## src/rtl/recursive_gaussian_iir_stage.sv

```systemverilog
// Second-order recursive Gaussian IIR section, sign-magnitude fixed point.
// One shared multiplier and accumulator evaluate n0*x + n1*x1 + d1*y1 + d2*y2 over four cycles.
module recursive_gaussian_iir_stage #(
    parameter int Q = 12,
    parameter int N = 16
) (
    input  logic         clk,
    input  logic         rst_n,
    input  logic         in_valid,
    output logic         in_ready,
    input  logic [N-1:0] in_data,
    input  logic         line_start,
    input  logic [N-1:0] coef_n0,
    input  logic [N-1:0] coef_n1,
    input  logic [N-1:0] coef_d1,
    input  logic [N-1:0] coef_d2,
    output logic         out_valid,
    input  logic         out_ready,
    output logic [N-1:0] out_data
);
    localparam int M = N - 1;
    localparam logic [M-1:0] MAG_MAX = '1;

    typedef enum logic [2:0] {IDLE, T0, T1, T2, T3, DONE} state_t;

    state_t state_reg, state_next;

    logic [N-1:0] x_reg, x1_reg, y1_reg, y2_reg, acc_reg;
    logic [N-1:0] coef_in  [4];
    logic [N-1:0] coef_reg [4];
    logic         accept;

    logic [N-1:0]   mul_a, mul_b;
    logic [2*M-1:0] prod_full, prod_shift;
    logic [M-1:0]   prod_mag;
    logic           prod_sign;
    logic [M:0]     mag_sum;
    logic [M-1:0]   sum_mag;
    logic           sum_sign;

    // Negative zero is folded to +0 so downstream sign logic never sees it.
    function automatic logic [N-1:0] sm_norm(input logic [N-1:0] v);
        return (v[M-1:0] == '0) ? '0 : v;
    endfunction

    assign accept = in_ready && in_valid;

    assign coef_in[0] = coef_n0;
    assign coef_in[1] = coef_n1;
    assign coef_in[2] = coef_d1;
    assign coef_in[3] = coef_d2;

    generate
        for (genvar gi = 0; gi < 4; gi++) begin : g_coef
            always_ff @(posedge clk) begin
                if (!rst_n) begin
                    coef_reg[gi] <= '0;
                end else if (accept) begin
                    coef_reg[gi] <= sm_norm(coef_in[gi]);
                end
            end
        end
    endgenerate

    // State register
    always_ff @(posedge clk) begin
        if (!rst_n) begin
            state_reg <= IDLE;
        end else begin
            state_reg <= state_next;
        end
    end

    // Next-state logic
    always_comb begin
        state_next = state_reg;
        unique case (state_reg)
            IDLE:    if (accept) state_next = T0;
            T0:      state_next = T1;
            T1:      state_next = T2;
            T2:      state_next = T3;
            T3:      state_next = DONE;
            DONE:    if (out_ready) state_next = IDLE;
            default: state_next = IDLE;
        endcase
    end

    // Outputs; acc is frozen while in DONE, so out_data is stable until the handshake.
    always_comb begin
        in_ready  = (state_reg == IDLE) && rst_n;
        out_valid = (state_reg == DONE);
        out_data  = (state_reg == DONE) ? acc_reg : '0;
    end

    // Fixed MAC order: n0*x, n1*x1, d1*y1, d2*y2.
    always_comb begin
        mul_a = '0;
        mul_b = '0;
        unique case (state_reg)
            T0: begin mul_a = coef_reg[0]; mul_b = x_reg;  end
            T1: begin mul_a = coef_reg[1]; mul_b = x1_reg; end
            T2: begin mul_a = coef_reg[2]; mul_b = y1_reg; end
            T3: begin mul_a = coef_reg[3]; mul_b = y2_reg; end
            default: ;
        endcase
    end

    assign prod_full  = {{M{1'b0}}, mul_a[M-1:0]} * {{M{1'b0}}, mul_b[M-1:0]};
    assign prod_shift = prod_full >> Q;
    assign prod_mag   = (|prod_shift[2*M-1:M]) ? MAG_MAX : prod_shift[M-1:0];
    assign prod_sign  = (mul_a[M] ^ mul_b[M]) & (|prod_mag);

    // Sign-magnitude add with saturation on every step.
    always_comb begin
        sum_mag  = '0;
        sum_sign = 1'b0;
        mag_sum  = {1'b0, acc_reg[M-1:0]} + {1'b0, prod_mag};
        if (acc_reg[M] == prod_sign) begin
            sum_mag  = mag_sum[M] ? MAG_MAX : mag_sum[M-1:0];
            sum_sign = acc_reg[M];
        end else if (acc_reg[M-1:0] > prod_mag) begin
            sum_mag  = acc_reg[M-1:0] - prod_mag;
            sum_sign = acc_reg[M];
        end else if (prod_mag > acc_reg[M-1:0]) begin
            sum_mag  = prod_mag - acc_reg[M-1:0];
            sum_sign = prod_sign;
        end
        if (sum_mag == '0) begin
            sum_sign = 1'b0;
        end
    end

    always_ff @(posedge clk) begin
        if (!rst_n) begin
            x_reg   <= '0;
            x1_reg  <= '0;
            y1_reg  <= '0;
            y2_reg  <= '0;
            acc_reg <= '0;
        end else begin
            unique case (state_reg)
                IDLE: begin
                    if (accept) begin
                        x_reg   <= sm_norm(in_data);
                        acc_reg <= '0;
                        if (line_start) begin
                            x1_reg <= '0;
                            y1_reg <= '0;
                            y2_reg <= '0;
                        end
                    end
                end
                T0, T1, T2, T3: acc_reg <= {sum_sign, sum_mag};
                DONE: begin
                    if (out_ready) begin
                        x1_reg <= x_reg;
                        y2_reg <= y1_reg;
                        y1_reg <= acc_reg;
                    end
                end
                default: ;
            endcase
        end
    end
endmodule

```

## config.mk

```make
export PLATFORM = sky130hd
export DESIGN_NAME = recursive_gaussian_iir_stage
export DESIGN_NICKNAME = d
export VERILOG_FILES = /design/src/rtl/recursive_gaussian_iir_stage.sv
export SDC_FILE = /design/constraint.sdc
export NUM_CORES = 1
export LEC_CHECK = 0
export ABC_AREA = 1
export BUFFER_PORTS_ARGS = -buffer_cell sky130_fd_sc_hd__clkbuf_2
export CORE_MARGIN = 2
export CORE_UTILIZATION = 63
export DETAILED_ROUTE_END_ITERATION = 6
export GPL_ROUTABILITY_DRIVEN = 0
export MAX_ROUTING_LAYER = met4
export PLACE_DENSITY = 0.82
export SYNTH_ARGS = -nofsm -noshare
export SYNTH_HDL_FRONTEND = slang
export SYNTH_SLANG_ARGS = --single-unit
```

## constraint.sdc

```tcl
create_clock -name clk -period 12.05 [get_ports clk]
set_input_delay 0.6025 -clock clk [delete_from_list [all_inputs] [get_ports clk]]
set_output_delay 0.6025 -clock clk [all_outputs]
set_load 0.01 [all_outputs]
```

==> impl_metrics.env <==
export IMPL_status="finished, violations left"
export IMPL_violations="DRC"
export IMPL_initial_core_util_pct=63.85
export IMPL_cp_slowest_cell="dfxtp_1"
export IMPL_crit_cells=52
export IMPL_clk_pin_slew_ns=0.06
export IMPL_drt_wl_total_mm=47.59
export IMPL_yosysWarnings=0
export IMPL_rsz0062_at_grt="false"
export IMPL_seq_area_um2=3583
export IMPL_dr_pass1_iters=7
export IMPL_core_um2=25980
export IMPL_fillers=2086
export IMPL_dp_hpwl_mm=37.41
export IMPL_grt_pass1_wl_mm=75.71
export IMPL_whs_path_depth=3
export IMPL_final_cells=2664
export IMPL_yosys_register_bits=147
export IMPL_die_height_um=166.3
export IMPL_place_area_um2=17480
export IMPL_hp_class="primary input to flop"
export IMPL_criticalPathCategory="flop to flop"
export IMPL_finalMaxSlewViolations=0
export IMPL_slew_headroom_pct=27.18
export IMPL_syn_to_final_growth_pct=9.124
export IMPL_multi_input_area_um2=11220
export IMPL_final_nets=2707
export IMPL_min_from="in_data[9]"
export IMPL_fin_tns_setup_ns=0
export IMPL_num_io_pins=103
export IMPL_largest_register_ffs=64
export IMPL_fin_crit_sh_pct=93.06
export IMPL_dp_cells=2631
export IMPL_cts_tree="done"
export IMPL_final_common_cell="nand2_1"
export IMPL_wl_per_cell_um=17.86
export IMPL_hold_buffers=0
export IMPL_die_area_um2=27650
export IMPL_place_port_buffers=102
export IMPL_postSynthCellCount=2235
export IMPL_p_per_area_nw_per_um2=170.7
export IMPL_crit_start="state_reg[1]"
export IMPL_synth_edf_count=64
export IMPL_grt_ovfl_total=0
export IMPL_synthFlopType="dfxtp_1"
export IMPL_syn_area_um2=16590
export IMPL_numCtsBuffers=17
export IMPL_grt_max_degree=72
export IMPL_antenna_found_initial=0
export IMPL_max_stage_delay_ns=0.63
export IMPL_fin_area_um2=18110
export IMPL_cp_max_fo=15
export IMPL_end_kind="flop"
export IMPL_critical_path_top_delay_family="adder cells"
export IMPL_insertion_delay_ns=0.43
export IMPL_die_w_um=166.3
export IMPL_cts_sinks=147
export IMPL_finalSetupViolations=0
export IMPL_yosys_cell_types_count=51
export IMPL_leakage_nw=9.081
export IMPL_htreeDepth=4
export IMPL_grt_pass1_vias=15141
export IMPL_r2r_start="state_reg[1]"
export IMPL_track_usage_pct=35.26
export IMPL_rows=59
export IMPL_cts_resized=0
export IMPL_fmax_mhz=89.18
export IMPL_skew_ns=0.008476
export IMPL_ir_drop_mv=0.2191
export IMPL_syn_num_nets=2626
export IMPL_reg2reg_depth=52
export IMPL_cp_common_cell="nand2_1"
export IMPL_diodes=0
export IMPL_start_kind="flop"
export IMPL_avgSynthCellArea_um2=7.424
export IMPL_clock_path_buffers=2
export IMPL_tightest_slew_ns=1.088
export IMPL_arrival_ns=11.57
export IMPL_cp_required_ns=12.41
export IMPL_drc=13
export IMPL_ant_nets=0
export IMPL_synth_seq_area_share_pct=21.60
export IMPL_layout_drive_gt1_share_pct=9.317
export IMPL_drt_initial_drc_count=2015
export IMPL_period_minus_slack_ns=11.21
export IMPL_dr_total_vias=15789
export IMPL_finalHoldViolCount=0
export IMPL_maxCapViolations=0
export IMPL_viasPerCell=5.927
export IMPL_clock_root_buffer="clkbuf_16"
export IMPL_worst_path_buf_inv=10
export IMPL_final_cell_mix="nand2_1, inv_1, nor2_1"
export IMPL_post_cts_buffers=0
export IMPL_synthArstFlopShare_pct=0
worst reg2reg max path: cells and delay by family (launching register included):
family / cells / cell delay (ns)
adder cells (fa/ha/maj): 8 / 3.76
AO/OA/AOI/OAI: 13 / 2.62
AND/OR/NAND/NOR: 21 / 2.45
buffers and inverters: 10 / 1.68
flip-flops: 1 / 0.63
cells by family (layout without fill, tap and decap cells):
logic type      after synthesis  count (layout)  share of synthesized area, %
simple gates                970             970                         24.12
flops                       147             147                         21.60
buf+inv                     483             577                         11.12
xor+xnor                     33              33                         1.742
compound gates              296             296                         10.71
fa+ha+maj                   306             306                         30.72
layer usage:
layer	up-vias	track usage, %	part of all wire, %
met2	939	55.66	47
met1	7459	45.42	38
met3	210	5.243	10
li1	7181	-	-
met5	-	-	0
met4	0	15.74	5.2
final timing paths:
path	to	slack, ns
setup / recovery	acc_reg[15]	0.84
hold / removal	x_reg[9]	0.39
setup reg to reg	acc_reg[15]	0.84
hold reg to reg	x1_reg[4]	0.47
cell usage after synthesis (4+ instances only):
master    number  share of area, %
a211oi_1       4              0.18
a21oi_1      144               4.3
a221oi_1       7              0.37
a22o_1        28               1.5
a31oi_1        5              0.19
buf_1          4             0.090
clkbuf_1      58               1.3
clkinv_1      13              0.29
dfxtp_1       83                10
edfxtp_1      64                12
fa_1         169                20
ha_1         137                10
inv_1        398               9.0
inv_2          4             0.090
nand2_1      505                11
nand2_2       10              0.38
nand2_4        4              0.27
nand3_1       68               2.1
nand3_2        6              0.36
nand4_1       32               1.2
nor2_1       305               6.9
nor2_2         4              0.15
nor2_4         5              0.34
nor3_1        20              0.60
nor4_1         8              0.30
o211ai_1       4              0.18
o21a_1         8              0.36
o21ai_0       58               1.7
o22ai_1       10              0.38
o41ai_1        4              0.21
xnor2_1        4              0.21
xor2_1        29               1.5
cell type report:
class,instances,area share [%]
Clock inverter,10,0.5114
Clock buffer,22,2.819
Tap cell,335,2.315
Timing Repair inverter,1,0.02764
Inverter,417,8.714
Sequential cell,147,19.79
Timing Repair Buffer,127,3.856
Multi-Input combinational cell,1605,61.97
power breakdown:
group	total [mW]	switching [mW]	internal, mW
combinational	1.91	1.34	0.567
clock	0.529	0.207	0.322
sequential	0.653	0.0550	0.598
per-stage QoR:
stage,hold slack [ns],setup slack [ns],power [mW],util (%)
after global placement,0.4440,0.9542,2.436,67.26
after floorplan,0.4409,2.374,1.976,-
final,0.3901,0.8368,3.091,69.68
after global routing,0.3937,0.01310,3.270,69.68
after CTS,0.3870,0.6241,3.008,69.58
after detailed placement,0.4530,0.6559,2.473,67.26
Power figures use the tool's default switching activity.
